**config.mk**
```make
export PLATFORM = sky130hd
export DESIGN_NAME = hex_tx_sequencer
export DESIGN_NICKNAME = d
export VERILOG_FILES = /design/src/rtl/hex_tx_sequencer.sv
export SDC_FILE = /design/constraint.sdc
export NUM_CORES = 1
export LEC_CHECK = 0
export CAP_MARGIN = 20
export CELL_PAD_IN_SITES_DETAIL_PLACEMENT = 1
export CELL_PAD_IN_SITES_GLOBAL_PLACEMENT = 1
export CORE_UTILIZATION = 37
export DETAILED_ROUTE_END_ITERATION = 12
export GPL_TIMING_DRIVEN = 0
export PLACE_DENSITY_LB_ADDON = 0.1
export SETUP_SLACK_MARGIN = 0.02
export SYNTH_ARGS = -nofsm -noshare
export SYNTH_HDL_FRONTEND = slang
export SYNTH_SLANG_ARGS = --single-unit
export TNS_END_PERCENT = 10
```
**constraint.sdc**
```tcl
create_clock -name clk -period 2 [get_ports clk]
set_input_delay 0.2 -clock clk [delete_from_list [all_inputs] [get_ports clk]]
set_output_delay 0.2 -clock clk [all_outputs]
set_load 0.02 [all_outputs]
```
**src/rtl/hex_tx_sequencer.sv**
```systemverilog
// hex_tx_sequencer: prints a binary word as uppercase hex ASCII, most
// significant nibble first, over a valid/ready byte interface to UART TX.
// Optional macro HEX_TX_SEQUENCER_CRLF_EN appends CR (0x0D) and LF (0x0A)
// after the digits of every word.
// Also contains dec2assic, the 4-bit-to-ASCII hex digit converter.

module dec2assic (
   input  logic [3:0] nib,
   output logic [7:0] ascii
);

   // 0..9 map to '0'..'9', 10..15 map to 'A'..'F'
   always_comb begin
      ascii = 8'h00;
      if (nib < 4'd10) begin
         ascii = 8'h30 + {4'h0, nib};
      end else begin
         ascii = 8'h37 + {4'h0, nib};
      end
   end

endmodule

module hex_tx_sequencer #(
   parameter int NIBBLES = 8
) (
   input  logic                 clk,
   input  logic                 rst_n,
   input  logic [4*NIBBLES-1:0] word_i,
   input  logic                 word_valid,
   output logic                 word_ready,
   output logic [7:0]           tx_data,
   output logic                 tx_valid,
   input  logic                 tx_ready,
   output logic                 busy
);

   localparam int W  = 4 * NIBBLES;
   localparam int CW = (NIBBLES > 1) ? $clog2(NIBBLES) : 1;
   localparam logic [CW-1:0] CNT_LOAD = CW'(NIBBLES - 1);

   typedef enum logic [1:0] {
      IDLE,
      SEND_NIB
`ifdef HEX_TX_SEQUENCER_CRLF_EN
      , SEND_CR
      , SEND_LF
`endif
   } state_t;

   state_t          state_reg;
   logic [W-1:0]    shift_reg;
   logic [W-1:0]    shift_next;
   logic [CW-1:0]   cnt_reg;
   logic [3:0]      conv_nib;
   logic [7:0]      conv_ascii;

   // Shift register as it will look after the current digit is consumed
   assign shift_next = shift_reg << 4;

   // tx_data is registered, so the converter looks one byte ahead: in IDLE it
   // sees the top nibble of the incoming word, otherwise the next nibble.
   always_comb begin
      conv_nib = shift_next[W-1 -: 4];
      if (state_reg == IDLE) begin
         conv_nib = word_i[W-1 -: 4];
      end
   end

   dec2assic u_conv (
      .nib   (conv_nib),
      .ascii (conv_ascii)
   );

   // Sequencer FSM with all handshake outputs registered
   always_ff @(posedge clk or negedge rst_n) begin
      if (!rst_n) begin
         state_reg  <= IDLE;
         shift_reg  <= '0;
         cnt_reg    <= '0;
         tx_data    <= 8'h00;
         tx_valid   <= 1'b0;
         word_ready <= 1'b1;
         busy       <= 1'b0;
      end else begin
         case (state_reg)
            IDLE: begin
               if (word_valid) begin
                  shift_reg  <= word_i;
                  cnt_reg    <= CNT_LOAD;
                  tx_data    <= conv_ascii;
                  tx_valid   <= 1'b1;
                  word_ready <= 1'b0;
                  busy       <= 1'b1;
                  state_reg  <= SEND_NIB;
               end
            end
            SEND_NIB: begin
               if (tx_ready) begin
                  if (cnt_reg != '0) begin
                     shift_reg <= shift_next;
                     cnt_reg   <= cnt_reg - CW'(1);
                     tx_data   <= conv_ascii;
                  end else begin
`ifdef HEX_TX_SEQUENCER_CRLF_EN
                     tx_data   <= 8'h0D;
                     state_reg <= SEND_CR;
`else
                     tx_valid   <= 1'b0;
                     word_ready <= 1'b1;
                     busy       <= 1'b0;
                     state_reg  <= IDLE;
`endif
                  end
               end
            end
`ifdef HEX_TX_SEQUENCER_CRLF_EN
            SEND_CR: begin
               if (tx_ready) begin
                  tx_data   <= 8'h0A;
                  state_reg <= SEND_LF;
               end
            end
            SEND_LF: begin
               if (tx_ready) begin
                  tx_valid   <= 1'b0;
                  word_ready <= 1'b1;
                  busy       <= 1'b0;
                  state_reg  <= IDLE;
               end
            end
`endif
            default: begin
               tx_valid   <= 1'b0;
               word_ready <= 1'b1;
               busy       <= 1'b0;
               state_reg  <= IDLE;
            end
         endcase
      end
   end

endmodule

```
# Yosys cells after proc, flatten, opt, wreduce, memory -nomap -nowiden
# Cells that the tools add are included.
[word_totals] regBits=43 inputBits=36 output_inout_bits=11 wordCells=46
[classes] n_addsub=3 order_cmp=1 n_eq_ne=5 n_mux=26 n_reduce_logical=5
[ops] cell="28-bit 2-to-1 mux" count=3
[ops] cell="28-bit case mux with 2 select lines" count=1
[ops] cell="8-bit 2-to-1 mux" count=4
[ops] cell="8-bit case mux with 2 select lines" count=1
[ops] cell="6-bit by 4-bit adder with 7-bit output (first input constant)" count=2
[ops] cell="3-bit 2-to-1 mux" count=3
[ops] cell="2-bit inequality test (second input constant)" count=4
[ops] cell="1-bit 2-to-1 mux" count=6
[ops] cell="2-bit 2-to-1 mux" count=3
[ops] cell="3-bit case mux with 2 select lines" count=1
[ops] cell="4-bit less-than comparator (second input constant)" count=1
[ops] cell="4-bit 2-to-1 mux" count=1
[ops] cell="1-bit case mux with 2 select lines" count=2
[ops] cell="2-bit case mux with 2 select lines" count=1
[ops] cell="4-bit AND reduction" count=1
[ops] cell="3-bit AND reduction" count=1
[ops] cell="3-bit nonzero test" count=1
[ops] cell="3-bit by 1-bit subtractor with 3-bit output (second input constant)" count=1
[ops] cell="2-bit by 1-bit == test with 1-bit output (second input constant)" count=1
[ops] cell="2-bit logical NOT" count=1
[ops] cell="2-bit nonzero test" count=1

# Longest topological paths before layout
[logic_depth] ltp_word=7 depth_mapped=8 depth_no_buf=6

# By module
# A second synthesis with hierarchy kept.
[unflattened] hier_cells=151 area_unflattened_um2=2180.8
[by_module_without_submodules] module="hex_tx_sequencer" instances=1 cells_each=135 area_per_inst_um2=2075.7 seq_area_each_um2=1027.2
[by_module_without_submodules] module="dec2assic" instances=1 cells_each=16 area_per_inst_um2=105.1 seq_area_each_um2=0.0

# Worst setup path after synthesis
# Ideal clock, no wire load.
[synth_path] path_kind="register -> register" from="register busy (netlist name)" to="register tx_data[1]" setup_time_ps=64 arrival_time_ps=1602 required_ps=1936 setup_slack_ps=334 stages_incl_launch_ff=6 n_path_buf=1 period_less_slack_ps=1666 cell_sequence="dfrtp_1 -> buf_6 -> mux2i_1 -> ha_1 -> a221oi_2 -> a21o_1"
[synth_lines] item="end signal: assignment" line="91" source="tx_data <= conv_ascii;"
[synth_lines] item="end signal: assignment" line="103" source="tx_data <= conv_ascii;"
[synth_lines] item="end: declaration" line="32" source="output logic [7:0] tx_data,"

==> impl_results.md <==
- CP Capture Type: flip-flop
- DRT Wirelength: around 5 mm
- Starting Density: roughly 39%
- Number of global-route vias before repair: about 1,700
- Commonest non-fill, non-tap cell in the layout: clkdlybuf4s50_1
- Top FF cell, synth: dfrtp_1
- CP Launch Point: busy
- Reg clk slew, reported paths: around 0.08 ns
- Mapped cell area: 0.00199 sq mm
- Pins over their slew limit: 0
- DRC Markers: 0
- Worst Path Required: 2.23 ns
- Die width: 75.3 microns
- Fin crit period: ~1.7 ns
- First DRT Iteration DRCs: 43
- Die height: between 70 and 80 microns
- Initial antenna violation count: 0
- Core area: 0.00514 sq mm
- Die Area: 0.00567 sq mm
- Highest routed layer: met4
- Syn Inst Count: 210
- Post-Place Cells: 326
- Non-Filler Instances: 335
- Metal2 WL: 2.48 mm
- CTS tree: built
- DRT antenna net count: 0
- Worst Hold Class: in2async
- Largest net degree at the start of global routing: 27
- Leak: 0.00124 uW
- Via count: 1,646
- Clock root buffer: clkbuf_8
- Cell area power density: 1540 mW/mm^2
- Top Ports: 47
- Number of flip-flops in the largest register: 28
- Post-Place Worst Slack: 0.108 ns
- Setup bufs post-CTS: 0
- Row cnt: 26
- Commonest cells after routing, fill and taps aside: clkdlybuf4s50_1 (44), dfrtp_1 (39), nand2_1 (38)
- Peak VDD IR: between 0.6 and 0.7 mV
- Post-DP HPWL: 3.71 mm
- Maximum fanout along the worst path: 10
- Type of the worst setup path: reg2reg
- Outcome: complete, no violations
- Final Hold Viols: 0
- Endpoints failing setup: 0
- Ys async rst share: 100%
- Clock Sinks: 40
- Final period util: 85.9%
- Synthesized area per cell: about 9.5 sq um
- #FFs+latches synth: 40
- Final weighted congestion in routability-driven placement: 0.756
- Number of enable flip-flop cells after synthesis: 0
- Met3 WL post-DR: roughly 180 microns
- Synth cell types: 33
- Final layout net count: slightly above 300
- Critical Path AT: 1.95 ns
- Clk_lat worst skew: 0.29 ns
- Share of cells above drive strength 1: 11.7%
- Via/cell ratio: 4.91
- CP Launch Type: flip-flop
- Setup ws final: 0.281 ns
- Tot GR Track Use: between 15 and 20%
- FMAX: approximately 580 MHz
- CTS Buf Count: 5
- Syn nets: 249
- Skew final: 0.00364 ns
- FF-to-FF Start: busy
- Post-Route Setup TNS: 0 ns
- RSZ-0062 raised after global routing: false
- N_diodes: 0
- Input/output buffers: 45
- Register area: ~0.001 sq mm
- Multi-input combinational cell area: 855 sq um
- H-tree levels: 2
- Grt ovf: 0
- WL/cell: 15.0 microns
- Sequential share of the synthesized area: roughly half
- Clock tree buffer depth: 2
- Pre-antenna DRT Iters: 4
- Area added between synthesis and finish: 33.8%
- Wl on met1: about 2.3 mm
- Fill count: 621
- First-pass GRT wire length: 8.26 mm
- Yosys warnings: 0
- Max-cap violations: 0
[Yosys cell counts (all sizes together) (2+ instances only)]
master   n  share of area [%]
a21oi   19                5.0
buf     12                5.3
clkbuf   2               0.38
dfrtp   39                 49
ha       3                1.9
inv      5               0.94
mux2     2                1.3
mux2i   13                6.5
nand2   39                7.7
nand3    6                1.5
nor2    22                4.2
o21a     2               0.75
o21ai   32                8.6
[power by group]
group / internal, uW / switching [uW] / total, uW
Combinational: 904 / 1130 / 2040
Sequential: 1200 / 217 / 1420
Clock: 370 / 284 / 654
Total: 2470 / 1630 / 4110
[worst max-delay path, cell delays in order, from the launching register on]
cell and delay, ns:
dfrtp_1 0.41, buf_6 0.19, mux2i_1 0.39, ha_1 0.31, a221oi_2 0.25, a21o_1 0.11
[cell type report]
class | instances | share of cell area [%]
inverters | 5 | 0.706
plain buffers | 14 | 4.28
well taps | 70 | 3.29
clock inverters | 2 | 1.32
multi-input cells | 151 | 32.1
clock buffers | 6 | 2.73
flip-flops and latches | 40 | 37.7
repair buffers | 47 | 17.9
[through the flow]
stage | area [sq um] | utilization (%) | total power, uW | hold WS (ns)
4_1_cts | 2660 | 51.7 | 4160 | 0.372
6_report | 2660 | 51.8 | 4110 | 0.358
3_5_place_dp | 2540 | 49.4 | 3480 | 0.144
5_1_grt | 2660 | 51.8 | 4430 | 0.394
2_1_floorplan | 1990 | - | 2800 | -0.0956
3_3_place_gp | 2530 | 49.1 | 3390 | 0.454
[worst paths after layout]
| kind | endpoint | slack [ns] | cells past startpoint |
|---|---|---|---|
| max | tx_data[1] | 0.28 | 5 |
| min | tx_data[6] | 0.36 | 2 |
| max reg2reg | tx_data[1] | 0.28 | 5 |
| min reg2reg | shift_reg[0] | 0.48 | 2 |
| max in group asynchronous | shift_reg[9] | 1.18 | 3 |
| min in group clk | shift_reg[1] | 0.46 | 3 |
[what timing repair did]
item | in CTS | in global routing
hold buffers | 1 | 0
endpoints found under the setup margin | 0 | 10
endpoints found under the hold margin | 13 | 0
gates resized for setup | 0 | 2
[routing by layer]
layer  global-route usage (%)  vias up
met5                        0        -
met4                     4.94        0
met3                     3.57        5
met2                     34.0       36
met1                     25.5      792
li1                         -      813
[cells by family (layout without fill, tap and decap cells)]
logic type / count (synthesis) / in the layout / share of synthesized area, %
fa+ha+maj: 3 / 3 / 1.89
simple gates: 72 / 72 / 15.3
compound gates: 59 / 59 / 17.3
other cells: 1 / 1 / 0.189
flops: 40 / 40 / 50.4
mux: 15 / 15 / 7.87
buf+inv: 19 / 74 / 6.61
xor+xnor: 1 / 1 / 0.441
No activity file was read; power rests on OpenSTA's default activity.
